**src/rtl/seq_addmul_unit.sv**
```systemverilog
// ============================================================================
// seq_addmul_unit : handshaked unsigned add (1 cycle) / shift-add multiply
// Revision: 1.0 - initial release
// ============================================================================
`default_nettype none

module seq_addmul_unit #(
  parameter int WIDTH = 8,
  parameter int CNT_W = $clog2(WIDTH + 1)
) (
  input  logic               clk,
  input  logic               rst_n,
  input  logic               in_valid,
  output logic               in_ready,
  input  logic               op,
  input  logic [WIDTH-1:0]   a,
  input  logic [WIDTH-1:0]   b,
  output logic               out_valid,
  input  logic               out_ready,
  output logic [2*WIDTH-1:0] result,
  output logic               busy
);

  typedef enum logic [1:0] {
    IDLE = 2'd0,
    MUL  = 2'd1,
    DONE = 2'd2
  } state_t;

  state_t             state, state_nxt;
  logic [2*WIDTH-1:0] acc, acc_nxt;
  logic [2*WIDTH-1:0] mcand, mcand_nxt;
  logic [WIDTH-1:0]   mplier, mplier_nxt;
  logic [CNT_W-1:0]   count, count_nxt;
  logic [2*WIDTH-1:0] result_q, result_nxt;
  logic [2*WIDTH-1:0] acc_step;
  logic [WIDTH:0]     add_sum;

  always_ff @(posedge clk or negedge rst_n) begin
    if (!rst_n) begin
      state    <= IDLE;
      acc      <= '0;
      mcand    <= '0;
      mplier   <= '0;
      count    <= '0;
      result_q <= '0;
    end else begin
      state    <= state_nxt;
      acc      <= acc_nxt;
      mcand    <= mcand_nxt;
      mplier   <= mplier_nxt;
      count    <= count_nxt;
      result_q <= result_nxt;
    end
  end

  assign add_sum  = {1'b0, a} + {1'b0, b};
  assign acc_step = mplier[0] ? (acc + mcand) : acc;

  always_comb begin
    state_nxt  = state;
    acc_nxt    = acc;
    mcand_nxt  = mcand;
    mplier_nxt = mplier;
    count_nxt  = count;
    result_nxt = result_q;
    case (state)
      IDLE: begin
        if (in_valid) begin
          if (op) begin
            result_nxt = {{(WIDTH-1){1'b0}}, add_sum};
            state_nxt  = DONE;
          end else begin
            mcand_nxt  = {{WIDTH{1'b0}}, a};
            mplier_nxt = b;
            acc_nxt    = '0;
            count_nxt  = '0;
            state_nxt  = MUL;
          end
        end
      end
      MUL: begin
        acc_nxt    = acc_step;
        mcand_nxt  = mcand << 1;
        mplier_nxt = mplier >> 1;
        count_nxt  = count + CNT_W'(1);
        // Fixed WIDTH iterations; no early exit when the multiplier runs out.
        if (count == CNT_W'(WIDTH - 1)) begin
          result_nxt = acc_step;
          state_nxt  = DONE;
        end
      end
      DONE: begin
        if (out_ready) state_nxt = IDLE;
      end
      default: state_nxt = IDLE;
    endcase
  end

  assign in_ready  = (state == IDLE);
  assign out_valid = (state == DONE);
  assign busy      = (state == MUL) || (state == DONE);
  assign result    = result_q;

endmodule

`default_nettype wire
```
**config.mk**
```make
export PLATFORM = sky130hd
export DESIGN_NAME = seq_addmul_unit
export DESIGN_NICKNAME = d
export VERILOG_FILES = /design/src/rtl/seq_addmul_unit.sv
export SDC_FILE = /design/constraint.sdc
export NUM_CORES = 1
export LEC_CHECK = 0
export BUFFER_PORTS_ARGS = -buffer_cell sky130_fd_sc_hd__buf_2
export CORE_UTILIZATION = 60
export CTS_BUF_LIST = sky130_fd_sc_hd__clkbuf_8
export CTS_CLUSTER_SIZE = 16
export DETAILED_ROUTE_END_ITERATION = 16
export PLACE_DENSITY = 0.84
export SLEW_MARGIN = 10
export SYNTH_ARGS = -nofsm -noshare
export SYNTH_HDL_FRONTEND = slang
export SYNTH_SLANG_ARGS = --single-unit
```
**constraint.sdc**
```tcl
create_clock -name clk -period 3 [get_ports clk]
set_clock_uncertainty 0.05 [all_clocks]
set_input_delay 0.6 -clock clk [delete_from_list [all_inputs] [get_ports clk]]
set_output_delay 0.6 -clock clk [all_outputs]
set_load 0.02 [all_outputs]
```
-- After elaboration in Yosys (flattened, before gate mapping)
Cells that the tools add are included.
- register bits after elaboration: 62
- latch bits: 0
- RAM bits: 0
- ROM bits: 0
- bits of input ports: 21
- output and inout port bits: 19
- logic and storage cells: 45
- memories kept: 0
- add/subtract/negate cells: 3
- multiply operators: 0
- divide/modulo/power cells: 0
- magnitude comparators: 0
- equal/unequal tests: 8
- shift operators: 0
- multiplexer cells: 22
- bitwise operators: 0
- reductions and logical operators: 6
- operators with widths (operator ; number):
    16-bit 2-to-1 mux ; 8
    16-bit case mux with 2 select lines ; 3
    16-bit adder ; 1
    8-bit 2-to-1 mux ; 2
    8-bit case mux with 2 select lines ; 1
    8-bit by 8-bit adder with 9-bit output ; 1
    2-bit 2-to-1 mux ; 4
    4-bit 2-to-1 mux ; 2
    4-bit case mux with 2 select lines ; 1
    2-bit != test, second input constant ; 3
    2-bit case mux with 3 select lines ; 1
    3-bit AND reduction ; 2
    4-bit by 1-bit adder with 4-bit output, second input constant ; 1
    4-bit by 3-bit equality test with 1-bit output, second input constant ; 1
    2-bit by 1-bit != test with 1-bit output, second input constant ; 2
    4-bit AND reduction ; 1
    2-bit by 1-bit equality test with 1-bit output, second input constant ; 1
    2-bit equality test, second input constant ; 1
    2-bit logical NOT ; 1
    2-bit nonzero test ; 1
    1-bit logical OR ; 1

-- Logic depth before layout (Yosys ltp)
- depth in word-level cells: 4
- gate-level depth with buffers: 11
- depth with buffers taken out: 8

-- Worst setup path before layout
No wires, ideal clock.
- path type: input to register
- start: input a[0]
- end: register result_q[6] (netlist: result[6])
- setup time: 76 ps
- data arrival time: 2156 ps
- required time: 2874 ps
- setup slack: 718 ps
- stages: 8
- path buffers: 0
- cells stage by stage: ha_1 fa_1 a211oi_1 o21bai_1 a21oi_1 xor2_1 mux2_2 o21ai_1
- word-level cells in the longest chain between the ends: 4
- RTL lines (element ; line ; source):
    start, declared ; 16 ; input logic [WIDTH-1:0] a,
    8-bit by 8-bit adder with 9-bit output ; 57 ; assign add_sum = {1'b0, a} + {1'b0, b};
    16-bit 2-to-1 mux ; 70 ; if (op) begin
    16-bit 2-to-1 mux ; 69 ; if (in_valid) begin
    16-bit case mux with 2 select lines ; 67 ; case (state)
    end signal, assigned ; 53 ; result_q <= result_nxt;
    end, declared ; 35 ; logic [2*WIDTH-1:0] result_q, result_nxt;
No other way between the ends. The select of a mux whose other input is x is not followed.
A chain may end at the register's enable or synchronous reset.

-- Worst setup path in the final report
- start: register state[0]
- end: register acc[14]
- word-level cells in the longest chain between the ends: 3
- elaborated cells between the ends (all ways): 7
- those cells by class: 3 x eq/ne; 1 x mux; 3 x reduce/logical
- RTL lines (element ; line ; source):
    start, declared ; 30 ; state_t state, state_nxt;
    start signal, assigned ; 48 ; state <= state_nxt;
    2-bit logical NOT or 2-bit by 1-bit equality test with 1-bit output (tied branches) ; 67 ;
    2-bit != test (no line) or 2-bit nonzero test (tied branches) ; -- ;
    3-bit AND reduction (no line) ; -- ;
    end signal, assigned ; 49 ; acc <= acc_nxt;
    end, declared ; 31 ; logic [2*WIDTH-1:0] acc, acc_nxt;
Parallel ways exist; a longest one is shown, timed or not.

==> impl_metrics.yaml <==
power_and_ir_drop:
  ir_worst_vdd_v: 0.000762
  netSwitchingPower_w: 0.00156
  pwr-share-clk: 0.180
  sw_frac_of_total: 0.439
  p_leak_nw: 2.10
  powerDensity_mw_per_mm2: 813
  comb_power_share: 0.456
  pwr-share-seq: 0.364
  internal-power_w: 0.00200
  power.total_w: 0.00356
synth:
  ys_seq_elements: 62
  synthTopCellsByArea: "dfrtp_1, ha_1, nand2_1"
  syn-cell-area_mm2: 0.00393
  synth_nets: 490
  ys_warn_count: 0
  synthFlopType: "dfrtp_1"
  avgSynthCellArea_um2: 8.92
  syn_inst: 440
  async_flop_share: 1.00
  synth_top_area_cell: "dfrtp_1"
  ys_seq_area_frac: 0.395
  synth_cell_types: 54
  yosysTopAreaCellShare: 0.395
  synth-edff-count: 0
worst_setup_path:
  rr_worst_depth: 8
  slowest_stage: "nor2_1"
  setup.worst_path.end_class: "register"
  critPathMaxFanout: 24
  cp-startpoint: "state[0]"
  critPathMaxStageDelay_ps: 420
  required_ps: 3190
  cp_common_cell: "nor2_1"
  cp-start-kind: "register"
  r2r-start: "state[0]"
  r2r_end: "acc[14]"
  crit_type: "register to register"
  path_cells: "inv_1 -> ha_1 -> inv_2 -> nor2_1 -> a21oi_4 -> nor2_1 -> nand2_1 -> o211ai_1"
  crit_end: "acc[14]"
  worstPathArrival_ps: 2690
  r2r_setup_slack_ps: 510
finish:
  final_cell_mix: "nand2_1, dfrtp_1, buf_2"
  final_layout_size_suffix_gt1_frac: 0.170
  layout_commonest_cell: "nand2_1"
  fin_nets: 528
  final_core_util: 0.688
  syn_to_final_growth_pct: 11.3
  antenna_cells: 0
clocking:
  root_buffer: "clkbuf_8"
  h-tree-depth: 3
  path_clk_slew_ps: 70
  cts-resized-gates: 0
  postCtsSetupRepairBufs: 0
  worstSkewPairLatency_ps: 340
  cts_buffers: 9
  clockBufferDepth: 2
  tritoncts: "done"
  clock-sinks: 62
  hold_buffers: 0
routing:
  ant_nets: 0
  drt_iter0_markers: 138
  wl_per_cell_um: 15.8
  drcViolationCount: 0
  vias: 3370
  dr.pass1.iters: 4
  via_per_inst: 6.03
  wl_um: 8840
global_route:
  grt_pass1_vias: 3282
  busiest_layer: "met2"
  grtUsageMet1: 0.379
  use_met3: 0.0408
  grt_overflow_total: 0
  grt_max_degree: 63
  use_met2: 0.448
  grt_use_total: 0.278
  antenna_found_initial: 0
  grt_pass1_wl_um: 15500
run_status:
  status: "finished clean"
flow_run:
  drv_cap: 0
timing:
  worst_pin_slew_ps: 628
  tns_ps: 0
  setup_viol: 0
  hold_viol_final: 0
  grt_setup_unrepaired: "false"
  slew_viol_final: 0
  max_clock_freq_mhz: 401
  period_needed_ps: 2490
  slew_headroom: 0.580
  fin_crit_sh: 0.830
die:
  die_area_mm2: 0.00687
  initial_core_util: 0.618
  placeableCoreArea_mm2: 0.00635
  fp.dieW_um: 82.9
  die_h_um: 82.9
  ios: 40
  rows: 29
placed_design:
  routabilityCongestion: 0.916
  dp_hpwl_um: 6370
  io_buffers: 39
min_path:
  min_path_type: "input port to async pin"
## logic make-up after synthesis
family / share of synthesized area
muxes: 0.0558
xor gates and xnor gates: 0.0357
and+or+nand+nor: 0.169
buffers and inverters: 0.0315
adders and majority gates: 0.0962
DFF: 0.395
AOI/OAI and AO/OA: 0.217
## stage by stage
step | std cells | hold WS (ps) | area (um^2) | setup WS, ps
finish | 559 | 215 | 4370 | 509
CTS | 559 | 227 | 4370 | 528
global placement | 544 | 396 | 4200 | 515
floorplan | 440 | 254 | 3930 | 718
detailed placement | 544 | 411 | 4200 | 454
global route | 559 | 249 | 4370 | 297
## power groups by stage
stage	Sequential (W)	Combinational, W	Clock, W
3_3_place_gp	0.00129	0.00156	0
5_1_grt	0.00133	0.00180	0.000676
3_5_place_dp	0.00131	0.00160	0
6_report	0.00130	0.00162	0.000640
4_1_cts	0.00129	0.00162	0.000642
2_1_floorplan	0.00132	0.00115	0
## per-layer routing
metal,up-vias,wire (um),share of wire
met4,0,185,0.021
met5,-,0,0
met1,1587,4020,0.45
met2,111,4140,0.47
li1,1654,-,-
met3,18,496,0.056
## worst max-delay path, delay by kind of cell, from the launching register on
family                     cells  cell delay (ps)
and+or+nand+nor                3              970
DFF                            1              390
AOI/OAI and AO/OA              2              490
buffers and inverters          2              160
adders and majority gates      1              330
## synthesized netlist by cell type (2+ instances only)
cell type / number
clkbuf_1: 8
a21o_1: 6
inv_1: 5
mux2_2: 2
xnor2_1: 9
a211oi_1: 4
mux2i_1: 17
a21oi_1: 35
o211ai_2: 3
o21ai_2: 2
a221oi_2: 2
nand2b_1: 2
buf_2: 9
o211ai_1: 7
fa_1: 2
ha_1: 27
nor3_1: 6
o21ai_0: 25
nor2_1: 23
o21ai_1: 27
dfrtp_1: 62
nand2_1: 84
a21oi_2: 4
nand3_1: 19
o31ai_1: 3
or3_1: 2
inv_2: 2
nand4_1: 2
and3_1: 5
xor2_1: 7
o221ai_1: 2
a31oi_1: 3
nor2b_1: 3
## sequential cells by signal, indices dropped and copies added, names as in the netlist
signal  count
mplier      8
count       4
result     16
mcand      16
state       2
acc        16
## worst min-delay path by stage
stage / start / to / cells after the start
2_1_floorplan: rst_n / acc[0] / 0
3_3_place_gp: result[2] / result[2] / 2
3_5_place_dp: mplier[7] / mplier[7] / 2
4_1_cts: rst_n / result[0] / 2
5_1_grt: rst_n / result[2] / 2
6_report: rst_n / result[2] / 2
## area by class of cell
class                           instances  area, um^2
Multi-Input combinational cell        351        2260
Fill cell                             495        1980
Sequential cell                        62        1550
Timing Repair Buffer                   47         268
Clock buffer                           11         151
Tap cell                               77        96.3
Inverter                                7        26.3
Clock inverter                          4        16.3
Note: power is estimated with default switching activity, not from simulation.
